File: src/rtl/btn_debounce.sv
// Per-channel push-button conditioner: two-flop synchronizer, stability-window
// debouncer and registered one-cycle rise/fall strobes.
module btn_debounce #(
    parameter int unsigned Width        = 3,
    parameter int unsigned StableCycles = 60000,
    parameter bit          ResetVal     = 1'b0
) (
    input  logic             clk_i,
    input  logic             rst_i,
    input  logic [Width-1:0] btn_i,
    output logic [Width-1:0] btn_o,
    output logic [Width-1:0] rise_o,
    output logic [Width-1:0] fall_o
);

    localparam int unsigned     CntW   = $clog2(StableCycles);
    localparam logic [CntW-1:0] CntMax = CntW'(StableCycles - 1);

    logic [Width-1:0] sync1;
    logic [Width-1:0] sync2;
    logic [Width-1:0] full;
    logic [CntW-1:0]  cnt [Width];

    // The window is cnt 0..CntMax followed by one "full" edge, so a level that
    // reaches sync2 after E1 is accepted on E(StableCycles+2).
    always_ff @(posedge clk_i or posedge rst_i) begin
        if (rst_i) begin
            sync1  <= {Width{ResetVal}};
            sync2  <= {Width{ResetVal}};
            btn_o  <= {Width{ResetVal}};
            full   <= '0;
            rise_o <= '0;
            fall_o <= '0;
            // NOTE: the counter array is plain flops, not RAM, so it takes the
            // async reset like every other piece of state; an abandoned window
            // must not leak credit across a reset.
            for (int n = 0; n < int'(Width); n++) begin
                cnt[n] <= '0;
            end
        end else begin
            // NOTE: non-blocking assignments make sync1 -> sync2 a true two-stage
            // shift; blocking here would collapse the synchronizer to one flop.
            sync1  <= btn_i;
            sync2  <= sync1;
            rise_o <= '0;
            fall_o <= '0;
            for (int n = 0; n < int'(Width); n++) begin
                if (sync2[n] == btn_o[n]) begin
                    cnt[n]  <= '0;
                    full[n] <= 1'b0;
                end else if (cnt[n] != CntMax) begin
                    cnt[n] <= cnt[n] + CntW'(1);
                end else if (!full[n]) begin
                    full[n] <= 1'b1;
                end else begin
                    btn_o[n]  <= sync2[n];
                    rise_o[n] <= sync2[n];
                    fall_o[n] <= ~sync2[n];
                    cnt[n]    <= '0;
                    full[n]   <= 1'b0;
                end
            end
        end
    end

endmodule
File: config.mk
export PLATFORM = sky130hd
export DESIGN_NAME = btn_debounce
export DESIGN_NICKNAME = d
export VERILOG_FILES = /design/src/rtl/btn_debounce.sv
export SDC_FILE = /design/constraint.sdc
export NUM_CORES = 1
export LEC_CHECK = 0
export ABC_AREA = 1
export CORE_AREA = 2 2 98 100
export CTS_CLUSTER_DIAMETER = 120
export DETAILED_ROUTE_END_ITERATION = 6
export DIE_AREA = 0 0 100 102
export GPL_TIMING_DRIVEN = 0
export MAX_ROUTING_LAYER = met4
export SLEW_MARGIN = 20
export SYNTH_ARGS = -nofsm -noshare
export SYNTH_HDL_FRONTEND = slang
export SYNTH_SLANG_ARGS = --single-unit
File: constraint.sdc
create_clock -name clk_i -period 2 [get_ports clk_i]
set_input_delay 0.4 -clock clk_i [delete_from_list [all_inputs] [get_ports clk_i]]
set_output_delay 0.4 -clock clk_i [all_outputs]
set_load 0.02 [all_outputs]
==> results_dict.tcl, run 1 <==
set metrics [dict create \
    status "completed" \
    yosysWarnings 0 \
    synthXorXnorAreaFrac_pct 2.429 \
    insertion_delay_ps 360 \
    wl_um 7361 \
    hp-start "sync1[0]$_DFF_PP0_" \
    reg2reg_from "btn_o[2]$_DFFE_PP0P_" \
    ant_nets 0 \
    grt_pass1_wl_um 13430 \
    hold_end "sync2[0]$_DFF_PP0_" \
    clock_power_share_pct 40.8 \
    gp_congestion 0.8715 \
    wl_met3_um 241 \
    setup_tns_ps 0 \
    hold_viol 0 \
    finalNetCount 491 \
    worst-path-stages 1 \
    slew_viol_final 0 \
    cts_resized 0 \
    port_buffers 13 \
    die-area_um2 10200 \
    slowest_delay_ps 660 \
    synth_top_family_by_area "simple AND/OR/NAND/NOR gates" \
    drc 0 \
    fmax_ghz 0.5478 \
    rows 35 \
    p_per_area_nw_per_um2 612.5 \
    final_util_pct 45.07 \
    synth_seq_cells 66 \
    synth_compound_area_share_pct 7.009 \
    cap_violations 0 \
    p_leak_nw 1.864 \
    worst_pin_slew_ps 499.5 \
    pin_count 14 \
    grt_overflow 0 \
    cp.required_ps 1600 \
    worstHoldPathType "flop to flop" \
    path_cells "clkdlybuf4s50_1" \
    grt_max_degree 30 \
    critPathCaptureType "output port" \
    cts_root_buffer "clkbuf_8" \
    fin_crit_sh_pct 91.27 \
    cts_hold_buffers 0 \
    floorplan.initialDensity_pct 39.59 \
    ctsHtreeMaxLevel 3 \
    combPwrFrac_pct 4.7 \
    ys_types 28 \
    cts_tree "built" \
    grt_pass1_vias 2909 \
    whs_path_depth 0 \
    grt.total_usage_pct 17.04 \
    cp_max_fo 5 \
    ys_async_sr_fraction_pct 100.0 \
    worstRegToRegCells 6 \
    synthMuxAreaShare_pct 0 \
    wl_met2_um 3456 \
    final_cells 599 \
    wl_met1_um 3623 \
    net-switching-power_mw 0.6648 \
    path_clk_slew_ps 70 \
    drive_above_1_share_pct 12.30 \
    diodes 0 \
    synth.area.top_cells "dfrtp_1 (46%), nand2_1 (11%), nor2_1 (7.4%)" \
    coreArea_um2 9109 \
    period_needed_ps 1825 \
    critPathBufInv 1 \
    wl_per_cell_um 12.29 \
    p_seq_share_pct 54.5 \
    antenna_found_initial 0 \
    vdd_drop_max_mv 0.3959 \
    syn_avg_cell_area_um2 7.890 \
    vias 2957 \
    cp.arrival_ps 1430 \
    synth_top_cell_by_area "dfrtp_1" \
    hpwl_um 5544 \
    drt_first_pass_iters 5 \
    cts_setup_buffers 0 \
    final_cell_mix "nand2_1 (103), nor2_1 (71), dfrtp_1 (66)" \
    rsz0062_at_grt "no" \
    crit_type "flop to output port" \
    final_common_cell "nand2_1" \
    dp_cells 583 \
    postSynthCellCount 457 \
    synthSimpleGateAreaFrac_pct 36.95 \
    pre_cts_ws_ps 434.7 \
    reg2reg_to "cnt[3]$_DFFE_PP0P_" \
    viasPerCell 4.937 \
    drt_first_iter_violations 168 \
    fin_skew_ps 16.92 \
    cts_buffer_depth 2 \
    swShare_pct 26.44 \
    synth_nets 465 \
    top_layer "met4" \
    synth_edf_count 0 \
    whs_ps 352.9 \
    power.internal_mw 1.850 \
    rrSetupSlack_ps 440 \
    clock_sinks 66 \
    finalSetupViolCount 0 \
    synth_fa_ha_area_share_pct 1.041 \
    critical-path-top-delay-family "buffers and inverters" \
    startpoint_type "flop" \
    slowest_stage "clkdlybuf4s50_1" \
    die_h_um 102 \
    die_x_um 100 \
    seq_area_frac_synth_pct 45.80 \
    numCtsBuffers 9 \
    syn-cell-area_um2 3606 \
    synth_top_area_share_pct 45.80 \
    area_delta_synth_final_pct 13.84 \
    worst_slack_ps 174.7 \
    synth_ff_type "dfrtp_1" \
    max-slew-margin-rel_pct 66.63 \
]
metrics by stage:
step | total power, mW | instance area [um^2]
6_report | 2.514 | 4105
3_3_place_gp | 1.504 | 3879
2_1_floorplan | 1.470 | 3610
4_1_cts | 2.545 | 4105
5_1_grt | 2.626 | 4105
3_5_place_dp | 1.519 | 3926
worst register-to-register path: cells and delay by family (launching register included):
kind	cells	cell delay, ps
flops	1	430
buf+inv	2	300
simple gates	3	590
compound gates	1	120
per-layer routing:
| metal | GRT usage (%) | vias up |
|---|---|---|
| li1 | - | 1509 |
| met1 | 22.76 | 1391 |
| met2 | 26.09 | 53 |
| met3 | 3.146 | 4 |
| met4 | 6.322 | 0 |
| met5 | - | - |
flip-flops by register name, summed over array words and instances, names as in the netlist:
name,count
rise_o,3
fall_o,3
sync1,3
sync2,3
cnt,48
btn_o,3
full,3
cell type report:
type	instances	area [um^2]
clock buffers	9	123.9
flip-flops and latches	66	1652
multi-input cells	326	1710
clock inverters	7	55.05
well taps	111	138.9
inverters	65	247.7
repair buffers	15	177.7
fillers	934	5004
cells in the mapped netlist (2+ instances only):
cell type and count:
nor2_2 5, a21oi_1 9, inv_2 2, o21ai_1 5, ha_1 3, nor3_1 19
o21ai_2 5, nand3_2 2, nand2_4 3, nor2_8 3, nand3_4 2, nand2_1 103
inv_1 63, nand4_1 10, xor2_1 10, nand3_1 32, nand3b_1 2, nor2_4 7
nor3_2 3, o21bai_1 4, nand2_2 7, nor2_1 71, o31ai_1 3, dfrtp_1 66
o21ai_0 15
power groups by stage:
stage	Sequential (mW)	Clock, mW	Combinational, mW
after floorplan	1.39	0	0.0769
after global placement	1.40	0	0.108
after detailed placement	1.40	0	0.122
after CTS	1.37	1.05	0.122
after global routing	1.37	1.11	0.138
final	1.37	1.03	0.117
worst max-delay path by stage:
stage | slack, ps | end | start
final | 170 | btn_o[0] | btn_o[0]$_DFFE_PP0P_
after global placement | -20 | rise_o[2]$_DFF_PP0_ | rst_i
after global routing | 110 | btn_o[0] | btn_o[0]$_DFFE_PP0P_
after detailed placement | 430 | cnt[3]$_DFFE_PP0P_ | btn_o[2]$_DFFE_PP0P_
after floorplan | 640 | btn_o[0]$_DFFE_PP0P_ | cnt[33]$_DFFE_PP0P_
after CTS | 140 | btn_o[0] | btn_o[0]$_DFFE_PP0P_
logic make-up (layout without fill, tap and decap cells):
group	count (synthesis)	count (layout)
adders and majority gates	3	3
xor gates and xnor gates	10	10
and+or+nand+nor	271	271
DFF	66	66
AOI/OAI and AO/OA	42	42
buffers and inverters	65	96
Note: power is estimated with default switching activity, not from simulation.
==> run 2, diff against run 1 <==
==> constraint.sdc (replaced) <==
create_clock -name clk_i -period 1.6 [get_ports clk_i]
set_input_delay 0.32 -clock clk_i [delete_from_list [all_inputs] [get_ports clk_i]]
set_output_delay 0.32 -clock clk_i [all_outputs]
set_load 0.02 [all_outputs]
==> run 2 against run 1 <==
Cell count up 0.67%. Combinational power up 34%. Wire length up 1.0%. Non-clock buffer count up 4. Critical endpoint is now full[0]$_DFFE_PP0P_. Setup slack worse by 72 ps. Die area unchanged. Global-route usage unchanged. Final area up 1.2%. Critical path depth up 7. Flip-flop and latch count unchanged. Clock power up 24%. Power up 25%.
==> results_dict.tcl, run 2 (same netlist as run 1, synthesis figures left out) <==
set metrics [dict create \
    vias 2946 \
    drc 0 \
    cts_root_buffer "clkbuf_8" \
    multi_input_area_um2 1740 \
    cp.arrival_ps 1720 \
    rows 35 \
    fin_skew_ps 14.99 \
    worst_pin_slew_ps 497.3 \
    reg2reg_from "cnt[33]$_DFFE_PP0P_" \
    drive_above_1_share_pct 14.02 \
    fillCellCount 937 \
    drt_first_pass_iters 4 \
    status "completed" \
    antenna_found_initial 0 \
    finalSetupViolCount 0 \
    wl_per_cell_um 12.33 \
    critPathCaptureType "flop" \
    pin_count 14 \
    grt_overflow 0 \
    fmax_ghz 0.6677 \
    numCtsBuffers 9 \
    diodes 0 \
    cts_buffer_depth 2 \
    seqCellArea_um2 1652 \
    grt_max_degree 30 \
    crit_type "flop to flop" \
    p_seq_share_pct 54.4 \
    cts_tree "built" \
    viasPerCell 4.886 \
    path_clk_slew_ps 80 \
    die-area_um2 10200 \
    net-switching-power_mw 0.8336 \
    clock_power_share_pct 40.6 \
    wl_um 7436 \
    finalNetCount 495 \
    startpoint_type "flop" \
    period_needed_ps 1498 \
    cp.required_ps 1830 \
    final_cell_mix "nand2_1 (100), nor2_1 (70), dfrtp_1 (66)" \
    p_leak_nw 1.931 \
    combPwrFrac_pct 5.0 \
    clock_sinks 66 \
    largest_reg_flops 48 \
    die_h_um 102 \
    finalPower_mw 3.152 \
    slew_viol_final 0 \
    hpwl_um 5544 \
    cap_violations 0 \
    ctsHtreeMaxLevel 3 \
    swShare_pct 26.45 \
    worstRegToRegCells 8 \
    gp_congestion 0.8715 \
    cp_max_fo 8 \
    place_area_um2 3926 \
    final_common_cell "nand2_1" \
    whs_ps 352.8 \
    worstHoldPathType "primary input to async pin" \
    final_util_pct 45.60 \
    area_delta_synth_final_pct 15.20 \
    slowest_stage "dfrtp_1" \
    rrSetupSlack_ps 100 \
    largest_register "cnt" \
    grt_pass1_vias 2909 \
    hold_viol 0 \
    rsz0062_at_grt "no" \
    reg2reg_to "full[0]$_DFFE_PP0P_" \
    dp_cells 583 \
    ant_nets 0 \
    max-slew-margin-rel_pct 66.77 \
    slowest_delay_ps 420 \
    floorplan.initialDensity_pct 39.59 \
    p_per_area_nw_per_um2 758.7 \
    insertion_delay_ps 360 \
    fin_area_um2 4154 \
    port_buffers 13 \
    vdd_drop_max_mv 0.5154 \
    grt_pass1_wl_um 13430 \
    grt.total_usage_pct 17.04 \
    path_cells "ha_2 > nand2_2 > nor2_8 > nand2_4 > nor2_8 > nor2_4 > inv_2 > o21ai_0" \
    final_cells 603 \
    drt_first_iter_violations 157 \
    fin_crit_sh_pct 93.61 \
    power.internal_mw 2.318 \
    coreArea_um2 9109 \
    cts_hold_buffers 0 \
    die_x_um 100 \
    critical_path.most_common_cell "nor2_8" \
]
-- run 2: changes by cell type in the layout (fill, tap and decap cells not counted), moves of 2 or more --
cell,change
buf_4,+4
clkdlybuf4s50_1,-9
dlygate4sd2_1,+9
nand2_1,-3
nand2_2,+3
nor2_4,+2
o21ai_0,-3
o21ai_1,+3
-- run 2: layout make-up --
type,count,area share (%)
Multi-Input combinational cell,326,41.90
Sequential cell,66,39.76
Inverter,65,5.964
Timing Repair Buffer,19,4.729
Tap cell,111,3.343
Clock buffer,9,2.982
Clock inverter,7,1.325
-- run 2: how the worst max path moves through the flow --
stage	from	endpoint	slack, ps	cells after the start
floorplan	cnt[33]$_DFFE_PP0P_	btn_o[0]$_DFFE_PP0P_	240	8
global placement	rst_i	rise_o[2]$_DFF_PP0_	-340	2
detailed placement	btn_o[2]$_DFFE_PP0P_	cnt[3]$_DFFE_PP0P_	30	6
CTS	btn_o[2]$_DFFE_PP0P_	cnt[3]$_DFFE_PP0P_	3	6
global route	cnt[33]$_DFFE_PP0P_	cnt[42]$_DFFE_PP0P_	10	8
finish	cnt[33]$_DFFE_PP0P_	full[0]$_DFFE_PP0P_	100	8
-- run 2: critical path: cells and delay by family (launching register included) --
family                   cells  cell delay, ps
AND/OR/NAND/NOR              5             580
flip-flops                   1             420
adder cells (fa/ha/maj)      1             220
buffers and inverters        1              80
AO/OA/AOI/OAI                1              70
-- run 2: per-stage QoR --
stage | setup WS (ps) | setup TNS, ps
2_1_floorplan | 238.8 | 0
3_3_place_gp | -338.6 | -22020
3_5_place_dp | 34.73 | 0
4_1_cts | 3.081 | 0
5_1_grt | 12.35 | 0
6_report | 102.2 | 0
-- run 2: layer usage --
metal  vias up  global-route usage, %  part of all wire [%]
met4         0                  6.322                   1.6
met1      1384                  22.71                    49
met3        11                  3.078                   2.6
met5         -                      -                     0
li1       1517                      -                     -
met2        34                  26.20                    46
-- run 2: power by group through the flow --
stage                     registers (mW)  clock network [mW]  logic (mW)
after floorplan                     1.74                   0      0.0962
after global placement              1.75                   0       0.135
after detailed placement            1.75                   0       0.153
after CTS                           1.71                1.32       0.152
after global routing                1.72                1.39       0.184
final                               1.71                1.28       0.157
-- run 2: repair_timing --
action | in CTS | in global routing
setup buffers | 0 | 4
setup endpoints to repair | 9 | 29
resized for setup | 9 | 11
pin swaps | 0 | 3
hold endpoints to repair | 0 | 0
